**config.mk**
```make
export PLATFORM = sky130hd
export DESIGN_NAME = pc_fetch_unit
export DESIGN_NICKNAME = d
export VERILOG_FILES = /design/src/rtl/pc_fetch_unit.sv
export SDC_FILE = /design/constraint.sdc
export NUM_CORES = 1
export LEC_CHECK = 0
export BUFFER_PORTS_ARGS = -buffer_cell sky130_fd_sc_hd__buf_2
export CAP_MARGIN = 20
export CORE_MARGIN = 5
export CORE_UTILIZATION = 38
export CTS_CLUSTER_SIZE = 20
export DETAILED_ROUTE_END_ITERATION = 8
export PLACE_DENSITY = 0.66
export SYNTH_ARGS = -nofsm -noshare
export SYNTH_HDL_FRONTEND = slang
export SYNTH_SLANG_ARGS = --single-unit
```
**constraint.sdc**
```tcl
create_clock -name clk -period 4.71 [get_ports clk]
set_input_delay 0.471 -clock clk [delete_from_list [all_inputs] [get_ports clk]]
set_output_delay 0.471 -clock clk [all_outputs]
set_load 0.05 [all_outputs]
```
**src/rtl/pc_fetch_unit.sv**
```systemverilog
// pc_fetch_unit: program counter and instruction register owner.
// Responds to the control FSM's PC-select, instruction-load and end-of-execution
// strobes. Runs a req/ack fetch handshake with instruction memory and returns
// the fetched word plus the current PC and its link value (PC+1).
module pc_fetch_unit #(
    parameter int PC_WIDTH    = 8,
    parameter int INSTR_WIDTH = 16,
    parameter int OFF_WIDTH   = 8,
    parameter logic [PC_WIDTH-1:0] RESET_PC = '0
) (
    input  logic                   clk,
    input  logic                   reset,
    input  logic [1:0]             PS,
    input  logic                   BC,
    input  logic                   IL,
    input  logic                   EOE,
    input  logic                   zero,
    input  logic [OFF_WIDTH-1:0]   offset,
    input  logic [PC_WIDTH-1:0]    target,
    output logic                   imem_req,
    output logic [PC_WIDTH-1:0]    imem_addr,
    input  logic [INSTR_WIDTH-1:0] imem_rdata,
    input  logic                   imem_ack,
    output logic [INSTR_WIDTH-1:0] instr,
    output logic                   instr_valid,
    output logic [PC_WIDTH-1:0]    pc,
    output logic [PC_WIDTH-1:0]    pc_plus1,
    output logic                   busy,
    output logic                   halted
);

    // PC-select encodings
    localparam logic [1:0] PS_HOLD = 2'd0;
    localparam logic [1:0] PS_INC  = 2'd1;
    localparam logic [1:0] PS_REL  = 2'd2;
    localparam logic [1:0] PS_ABS  = 2'd3;

    localparam logic [PC_WIDTH-1:0] PC_ONE = {{(PC_WIDTH-1){1'b0}}, 1'b1};

    // IDLE accepts strobes, WAIT holds a fetch outstanding, HALT is terminal until reset
    typedef enum logic [1:0] {
        ST_IDLE = 2'd0,
        ST_WAIT = 2'd1,
        ST_HALT = 2'd2
    } state_t;

    state_t                 state_q, state_d;
    logic [PC_WIDTH-1:0]    pc_q, pc_d;
    logic [INSTR_WIDTH-1:0] instr_q, instr_d;
    logic                   req_q, req_d;
    logic [PC_WIDTH-1:0]    addr_q, addr_d;
    logic                   valid_q, valid_d;

    logic [PC_WIDTH-1:0]    off_ext;
    logic [PC_WIDTH-1:0]    pc_inc;
    logic                   branch_taken;
    logic [PC_WIDTH-1:0]    pc_upd;

    // Sign-extend (or truncate) the relative displacement to the PC width;
    // wrap-around falls out of the modulo-2^PC_WIDTH add.
    generate
        if (PC_WIDTH > OFF_WIDTH) begin : g_off_sext
            assign off_ext = {{(PC_WIDTH-OFF_WIDTH){offset[OFF_WIDTH-1]}}, offset};
        end else begin : g_off_trunc
            assign off_ext = offset[PC_WIDTH-1:0];
        end
    endgenerate

    assign pc_inc = pc_q + PC_ONE;

    // BC=0 branches on zero set, BC=1 branches on zero clear
    assign branch_taken = BC ? ~zero : zero;

    // Candidate PC for an IDLE edge, selected by PS
    always_comb begin
        pc_upd = pc_q;
        case (PS)
            PS_HOLD: pc_upd = pc_q;
            PS_INC:  pc_upd = pc_inc;
            PS_REL:  pc_upd = branch_taken ? (pc_q + off_ext) : pc_inc;
            PS_ABS:  pc_upd = target;
            default: pc_upd = pc_q;
        endcase
    end

    // Next-state logic: strobes are honoured only in IDLE; WAIT only watches ack
    always_comb begin
        state_d = state_q;
        pc_d    = pc_q;
        instr_d = instr_q;
        req_d   = req_q;
        addr_d  = addr_q;
        valid_d = 1'b0;
        case (state_q)
            ST_IDLE: begin
                if (EOE) begin
                    // End of execution wins over IL and PS; everything freezes
                    state_d = ST_HALT;
                end else begin
                    pc_d = pc_upd;
                    if (IL) begin
                        // Fetch address is the PC before this edge's update
                        addr_d  = pc_q;
                        req_d   = 1'b1;
                        state_d = ST_WAIT;
                    end
                end
            end
            ST_WAIT: begin
                // req/addr held stable until the ack edge; strobes are dropped here
                if (imem_ack && req_q) begin
                    instr_d = imem_rdata;
                    valid_d = 1'b1;
                    req_d   = 1'b0;
                    state_d = ST_IDLE;
                end
            end
            ST_HALT: begin
                req_d = 1'b0;
            end
            default: begin
                req_d   = 1'b0;
                state_d = ST_IDLE;
            end
        endcase
    end

    // State and datapath registers with synchronous active-low reset
    always_ff @(posedge clk) begin
        if (!reset) begin
            state_q <= ST_IDLE;
            pc_q    <= RESET_PC;
            instr_q <= '0;
            req_q   <= 1'b0;
            addr_q  <= '0;
            valid_q <= 1'b0;
        end else begin
            state_q <= state_d;
            pc_q    <= pc_d;
            instr_q <= instr_d;
            req_q   <= req_d;
            addr_q  <= addr_d;
            valid_q <= valid_d;
        end
    end

    assign imem_req    = req_q;
    assign imem_addr   = addr_q;
    assign instr       = instr_q;
    assign instr_valid = valid_q;
    assign pc          = pc_q;
    assign pc_plus1    = pc_inc;
    assign busy        = (state_q == ST_WAIT);
    assign halted      = (state_q == ST_HALT);

endmodule

```
==> run metrics, run 1 <==
outcome=completed; Fmax=~430 MHz; layout cell share with drive strength beyond 1=between 20 and 30%; post-CTS sizing=0; remaining global-route overflow=0; switching share of power=32.7%; RSZ-0062 raised after global routing=false; Synth cell types=45; Die X-Extent=a little over 80 um; Die Span Y=a little over 80 um; final WL=5.06 mm; largest family of logic cells by synthesized area=compound AO/OA/AOI/OAI gates; Mapped Area=1990 um2; Yosys Warn Count=0; cell with the most instances after synthesis=nand2_1; Hold Crit Class=in2reg; Via density=around 4.8; clock network fraction of design power=28.1%; Nets=around 380; Tmin final=2.33 ns; critical path class=reg2out; Placer Congestion=around 0.90; critical path capture point type=output port; top cell type's share of synthesized area=between 30% and 40%; final setup vio count=0; Port Buffers=84; Compound-Gate Fraction of Synth Area=roughly 25%; Post-Synth XOR/XNOR Area=around 4.8%; Sequential Power Share=a little under half; Leak=between 1 and 1.5 nW; io pins=85; critical path fanouts, max=9; clock sinks=36; Adder-Cell Fraction of Synth Area=under 10%; Max clock buf depth=2; switching pwr=~230 uW; Inserted Clock Buffers=5; Worst Max-Slew Pin Slew=around 0.83 ns; Setup Skew=roughly 0.0045 ns; Post-synth top cells=63 x nand2_1, 36 x dfxtp_1, 25 x a21boi_0; ANT cells=0; post-synthesis async set-or-reset flop share=0%; post-synth net total=between 200 and 300; power per cell area=approximately 280 nW/um2; sequential area share after synthesis=about 36%; Core ar.=between 5000 and 6000 um2; wire per inst=12.8 um; post-synthesis simple-gate area fraction=around 24%; relative slew slack=44.1%; post-CTS setup buffer count=0; Synth area leader=dfxtp_1; DRT antenna net count=0; multiplexer area fraction after synthesis=0%; Pint=roughly 480 uW; Rows=26; clk slew on worst S/H paths=~0.060 ns; final hold viol count=0; Req. time, crit path=around 4.2 ns; Total Die Area=6790 um2; vias in the first global route=approximately 1,900; total of max-cap violations=0; TritonCTS clock tree=built; Avg Inst Size Synth=8.09 um2; VDD IR max=approximately 100 uV; Comb power frac=around a quarter; Initial Util=39.0%; number of remaining DRC errors=0; H-tree Lvls=2; Root Driver=clkbuf_8; hold_buf cts=0; via count=1,918; synth top area cells=dfxtp_1 36%, nand2_1 12%, a21boi_0 9.4%, ha_1 5.0%, o21ai_0 3.5%; dpl hpwl=3.96 mm; largest net degree at the start of global routing=38; design area=between 2000 and 3000 um2; number of flops mapped to enable cells by yosys=0; first-pass GRT wire length=between 8 and 9 mm; antenna violations before repair=0; Worst EP arrival=roughly 1.9 ns; Gate Count Post-Synth=roughly 250; First DRT Iteration DRCs=76; worst-skew pair later-pin latency=about 0.28 ns; area growth from synthesis to layout=26.1%; gr usage total=between 10% and 20%; max-slew violations=0; Critical Path Source Type=register; Final Cycle Share=about half; DP Area=2430 um2; final setup TNS=0 ns; DRT Pass-1 Iters=4; ys flop type=dfxtp_1; Yosys reg bits=36
cells by family after synthesis:
family | count (synthesis)
and+or+nand+nor | 102
buffers and inverters | 16
DFF | 36
xor gates and xnor gates | 11
adders and majority gates | 9
AOI/OAI and AO/OA | 72
stage by stage:
step           std cells  hold WS, ns  util, %  setup slack, ns  power [mW]
5_1_grt              396        0.437     49.2             2.29       0.747
3_5_place_dp         389        0.455     47.6             2.58       0.515
4_1_cts              396        0.425     49.2             2.36       0.718
2_1_floorplan        246        0.499        -             2.18       0.466
6_report             396        0.439     49.2             2.38       0.706
3_3_place_gp         389        0.448     47.6             2.59       0.513
critical path: stages, from the launching register on:
cell     delay, ns
dfxtp_1       0.50
ha_1          0.28
nand2_1       0.11
or3_1         0.35
nand2_1       0.08
buf_2         0.26
area by class of cell:
| type | instances | area, um2 |
|---|---|---|
| well taps | 70 | 87.6 |
| fillers | 537 | 2600 |
| clock buffers | 6 | 72.6 |
| multi-input cells | 194 | 1190 |
| clock inverters | 1 | 5.00 |
| repair buffers | 84 | 420 |
| inverters | 5 | 18.8 |
| flip-flops and latches | 36 | 721 |
power groups by stage:
stage	clock, mW	sequential, mW	combinational (mW)
5_1_grt	0.219	0.331	0.197
4_1_cts	0.210	0.329	0.179
2_1_floorplan	0	0.360	0.106
3_3_place_gp	0	0.336	0.177
3_5_place_dp	0	0.336	0.179
6_report	0.198	0.329	0.179
final timing paths:
path / start / end / slack [ns] / depth (start not counted)
worst min-delay path: imem_rdata[14] / instr[14] / 0.44 / 3
worst max register to register: pc[0] / pc[6] / 2.72 / 7
worst min register to register: instr[11] / instr[11] / 0.46 / 2
worst max-delay path: pc[0] / pc_plus1[6] / 2.38 / 5
placed cells by master (no fill, tap or decap), types with 3 or more instances in the layout:
master    instances
a21boi_0         25
a21oi_1          10
a221oi_1          5
and2_1            5
buf_2            84
clkbuf_8          5
dfxtp_1          36
ha_1              8
inv_1             5
nand2_1          63
nand3_1           4
nor2_1            7
nor2b_1           6
o211ai_1          3
o21ai_0          14
xnor2_1           6
xor2_1            5
sequential cells by signal, indices dropped and copies added, names as in the netlist:
signal / flops
imem_req: 1
imem_addr: 8
pc: 8
instr: 16
state_q: 2
instr_valid: 1
per-layer routing:
metal / up-vias / global-route usage, % / part of all wire (%)
li1: 1014 / - / -
met1: 826 / 19.3 / 46
met4: 0 / 4.82 / 0.95
met2: 74 / 26.3 / 44
met3: 4 / 4.12 / 9.0
met5: - / 0 / 0
Power figures use the tool's default switching activity.
==> run 2, diff against run 1 <==
Clock period 4.71 ns to 2.35 ns, I/O delays scaled along.
==> run metrics, run 2 (synthesis gave the netlist of run 1 again) <==
outcome=completed; Nets=377 (+0.27%); final hold viol count=0 (unchanged); antenna violations before repair=0 (unchanged); io pins=85 (unchanged); max-slew violations=0 (unchanged); Leak=1.15 nW (+1.6%); final setup vio count=0 (unchanged); first-pass GRT wire length=8.11 mm (-2.4%); post-CTS setup buffer count=0 (unchanged); Via density=4.84 (-0.14%); Hold Crit Class=in2reg; worst hold margin=0.203 ns (-0.236 ns); Initial Util=39.0% (unchanged); max FFs per register=16 (unchanged); gr usage total=15.4% (-0.22 points); largest net degree at the start of global routing=38 (unchanged); CP max-delay cell=dfxtp_1; final setup TNS=0 ns (unchanged); hold_buf cts=0 (unchanged); worst-skew pair later-pin latency=0.28 ns (about the same); ANT cells=0 (unchanged); DRT antenna net count=0 (unchanged); Total Die Area=6790 um2 (unchanged); Root Driver=clkbuf_8; total of max-cap violations=0 (unchanged); wire per inst=12.7 um (-0.62%); switching pwr=465 uW (+100%); final WL=5.06 mm (-0.12%); clock sinks=36 (unchanged); critical path, cell by cell=ha_1 -> nand2_1 -> or3_1 -> nand2_1 -> buf_2; critical path capture point type=output port; Tmin final=roughly 2.1 ns; Buf/Inv on CP=1 (unchanged); Final Cycle Share=89.7%; Die X-Extent=82.4 um (unchanged); Req. time, crit path=2.12 ns (-2.12 ns); met2 Resource Use GR=24.3% (-2.0 points); most frequent cells in the layout=84 x buf_2, 63 x nand2_1, 36 x dfxtp_1; met3 Resource Use GR=4.99% (+0.87 points); power per cell area=573 nW/um2 (+100%); Max clock buf depth=2 (unchanged); Core ar.=5110 um2 (unchanged); FF/Latch Area=721 um2 (unchanged); Critical Path Source Type=register; switching share of power=31.9% (-0.82 points); Die Span Y=82.4 um (unchanged); RSZ-0062 raised after global routing=false; Placer Congestion=0.873 (-3.3%); Comb power frac=24.8% (-0.5 points); Fmax=approximately 470 MHz; First DRT Iteration DRCs=48 (-37%); TritonCTS clock tree=built; via count=1,925 (+0.36%); remaining global-route overflow=0 (unchanged); Pint=993 uW (+110%); dpl hpwl=3.96 mm (about the same); multi-input logic area=1200 um2 (+1.3%); cell family with most CP delay=simple AND/OR/NAND/NOR gates; Port Buffers=84 (unchanged); post-CTS sizing=0 (unchanged); layout cell share with drive strength beyond 1=29.6% (+0.74 points); Filler cells=531 (-1.1%); Setup Skew=0.00641 ns (+0.00186 ns); VDD IR max=204 uV (+100%); Rows=26 (unchanged); max incr delay on CP=0.50 ns (about the same); Worst EP arrival=1.87 ns (about the same); Sequential Power Share=45.3% (-1.3 points); clock network fraction of design power=29.9% (+1.8 points); critical path class=reg2out; vias in the first global route=1,824 (-4.1%); critical path fanouts, max=8 (-1); CP most frequent cell=nand2_1; number of remaining DRC errors=0 (unchanged); relative slew slack=58.8% (+15 points); clk slew on worst S/H paths=0.06 ns (about the same); area growth from synthesis to layout=27.9%; commonest non-fill, non-tap cell in the layout=buf_2; Inserted Clock Buffers=5 (unchanged); H-tree Lvls=2 (unchanged); global route hottest layer=met2; met1 Resource Use GR=18.9% (-0.44 points); Worst Max-Slew Pin Slew=0.616 ns (-0.214 ns); DRT Pass-1 Iters=4 (unchanged)
==> run 2: cell count changes in the layout (fill, tap and decap cells not counted), sizes merged <==
cell / before / now
clkinv: 1 / 0
clkbuf: 6 / 8
buf: 84 / 85
==> run 2: power by group through the flow <==
| stage | logic, mW | registers, mW | clock network (mW) |
|---|---|---|---|
| floorplan | 0.213 | 0.723 | 0 |
| global placement | 0.360 | 0.674 | 0 |
| detailed placement | 0.362 | 0.674 | 0 |
| CTS | 0.363 | 0.661 | 0.459 |
| global route | 0.396 | 0.665 | 0.483 |
| finish | 0.362 | 0.661 | 0.436 |
==> run 2: final cells by class <==
cell class,instances,share of cell area [%]
repair buffers,85,16.8
well taps,70,3.44
inverters,5,0.737
flip-flops and latches,36,28.3
clock buffers,8,3.54
multi-input cells,194,47.2
==> run 2: path summary, 6_finish.rpt <==
check / startpoint / endpoint / slack [ns] / cells after the start
worst max-delay path: pc[1] / pc_plus1[6] / 0.24 / 5
worst min-delay path: imem_rdata[2] / instr[2] / 0.20 / 3
worst max register to register: pc[0] / pc[6] / 0.36 / 7
worst min register to register: instr[5] / instr[5] / 0.46 / 2
==> run 2: stage by stage <==
stage                     utilization, %  area (um2)  setup slack [ns]  std cells  power (mW)
after global routing                49.9        2550             0.119        398        1.54
after CTS                           49.9        2550             0.227        398        1.48
final                               49.9        2550             0.242        398        1.46
after floorplan                        -        2010            0.0309        246       0.936
after global placement              48.1        2460             0.427        390        1.03
after detailed placement            48.1        2460             0.366        390        1.04
==> run 2: layer usage <==
layer | wire (um) | vias up
met5 | 0 | -
li1 | - | 1017
met4 | 80 | 0
met2 | 2090 | 85
met1 | 2370 | 817
met3 | 519 | 6
==> run 2: worst min-delay path, stage by stage <==
cell and delay, ns:
buf_2 0.09, nand2_1 0.04, a21boi_0 0.06
==> run 3, diff against run 2 <==
Settings changed: BUFFER_PORTS_ARGS -buffer_cell sky130_fd_sc_hd__buf_2 to -buffer_cell sky130_fd_sc_hd__clkbuf_2.
==> run metrics, run 3 (synthesis gave the netlist of run 1 again) <==
vias in the first global route=1,818 (-0.33%); Port Buffers=84 (unchanged); Fmax=465 MHz (-1.9%); critical path capture point type=output port; outcome=completed; Rows=26 (unchanged); hold_buf cts=0 (unchanged); worst r2r path cells=7 (unchanged); critical path, cell by cell=ha_1 -> nand2_1 -> or3_1 -> nand2_1 -> clkbuf_2; Core ar.=5110 um2 (unchanged); relative slew slack=59.5% (+0.72 points); ANT cells=0 (unchanged); Tmin final=2.15 ns (+0.0413 ns); dpl hpwl=3.96 mm (about the same); critical path fanouts, max=8 (unchanged); Via density=4.89 (+1.0%); remaining global-route overflow=0 (unchanged); Nets=377 (unchanged); WHS Path Cells=3 (unchanged); final hold viol count=0 (unchanged); WHS Endpoint=instr[7]; RR Startpoint=pc[0]; clock sinks=36 (unchanged); layout cell share with drive strength beyond 1=29.9% (+0.30 points); Total Die Area=6790 um2 (unchanged); Root Driver=clkbuf_8; First DRT Iteration DRCs=51 (+6.3%); Req. time, crit path=2.12 ns (about the same); H-tree Lvls=2 (unchanged); Worst EP arrival=1.91 ns (+0.04 ns); Die X-Extent=82.4 um (unchanged); max FFs per register=16 (unchanged); RR Endpoint=pc[6]; max-slew violations=0 (unchanged); TritonCTS clock tree=built; Initial Util=39.0% (unchanged); io pins=85 (unchanged); critical path class=reg2out; gr usage total=15.5% (+0.11 points); VDD IR max=233 uV (+14%); DRT antenna net count=0 (unchanged); HP Start=imem_rdata[7]; via count=1,945 (+1.0%); RSZ-0062 raised after global routing=false; final setup vio count=0 (unchanged); CP most frequent cell=nand2_1; final WL=5.06 mm (about the same); largest net degree at the start of global routing=38 (unchanged); flop2flop setup slack=0.33 ns (-0.03 ns); max incr delay on CP=0.52 ns (+0.02 ns); CP max-delay cell=dfxtp_1; total of max-cap violations=0 (unchanged); post-CTS sizing=0 (unchanged); Final Cycle Share=91.5% (+1.8 points); power per cell area=605 nW/um2 (+5.6%); number of remaining DRC errors=0 (unchanged); final setup TNS=0 ns (unchanged); antenna violations before repair=0 (unchanged); Inserted Clock Buffers=5 (unchanged); Hold Crit Class=in2reg; commonest non-fill, non-tap cell in the layout=clkbuf_2; area growth from synthesis to layout=28.8%; Critical Path Source Type=register; worst-skew pair later-pin latency=0.28 ns (about the same); Setup Skew=0.00514 ns (-0.00127 ns); clk slew on worst S/H paths=0.07 ns (about the same); DRT Pass-1 Iters=4 (unchanged); Placer Congestion=0.889 (+1.9%); most frequent cells in the layout=84 x clkbuf_2, 63 x nand2_1, 36 x dfxtp_1; post-CTS setup buffer count=0 (unchanged); Max clock buf depth=2 (unchanged); wire per inst=12.7 um (about the same); first-pass GRT wire length=8.22 mm (+1.3%); Leak=1.14 nW (-1.4%); Die Span Y=82.4 um (unchanged); fin util=50.2% (+0.34 points); Worst Max-Slew Pin Slew=0.607 ns (-0.00903 ns)
-- run 3: cell count changes in the layout (fill, tap and decap cells not counted), sizes merged --
cell | previous run | this run
buf | 85 | 1
bufinv | 0 | 1
clkbuf | 8 | 90
clkinv | 0 | 1
-- run 3: how the worst max path moves through the flow --
| stage | start | end | slack (ns) | cells past startpoint |
|---|---|---|---|---|
| after detailed placement | pc[0] | pc[6] | 0.35 | 7 |
| after CTS | pc[1] | pc_plus1[6] | 0.18 | 5 |
| after global routing | pc[1] | pc_plus1[6] | 0.06 | 5 |
| after floorplan | pc[2] | pc[5] | 0.03 | 5 |
| after global placement | pc[0] | pc[6] | 0.42 | 7 |
| final | pc[1] | pc_plus1[6] | 0.20 | 5 |
-- run 3: layout make-up --
| cell class | instances | area [um2] |
|---|---|---|
| Clock inverter | 2 | 35.0 |
| Timing Repair Buffer | 85 | 428 |
| Inverter | 5 | 18.8 |
| Fill cell | 507 | 2540 |
| Multi-Input combinational cell | 194 | 1200 |
| Clock buffer | 6 | 72.6 |
| Sequential cell | 36 | 721 |
| Tap cell | 70 | 87.6 |
-- run 3: metal layers --
metal	vias to the layer above	part of all wire [%]	global-route usage, %
met4	0	1.3	5.15
met2	88	41	24.5
li1	1018	-	-
met1	833	49	20.5
met5	-	0	0
met3	6	9.2	3.90
-- run 3: through the flow --
stage	worst slack, ns	power, mW	cells	hold WS (ns)	area (um2)
3_3_place_gp	0.423	1.03	390	0.453	2460
5_1_grt	0.0607	1.63	398	0.183	2560
3_5_place_dp	0.349	1.04	390	0.461	2460
4_1_cts	0.181	1.57	398	0.170	2560
2_1_floorplan	0.0309	0.936	246	0.380	2010
6_report	0.201	1.55	398	0.179	2560
-- run 3: worst max-delay path, delay by kind of cell (launching register included) --
family	cells	cell delay [ns]
adder cells (fa/ha/maj)	1	0.29
buffers and inverters	1	0.27
flip-flops	1	0.52
AND/OR/NAND/NOR	3	0.55
-- run 3: where the power goes --
group	internal (mW)	total [mW]	switching (mW)	leakage, nW
Sequential	0.629	0.662	0.0329	0.292
Clock	0.315	0.530	0.215	0.0552
Combinational	0.125	0.360	0.236	0.790
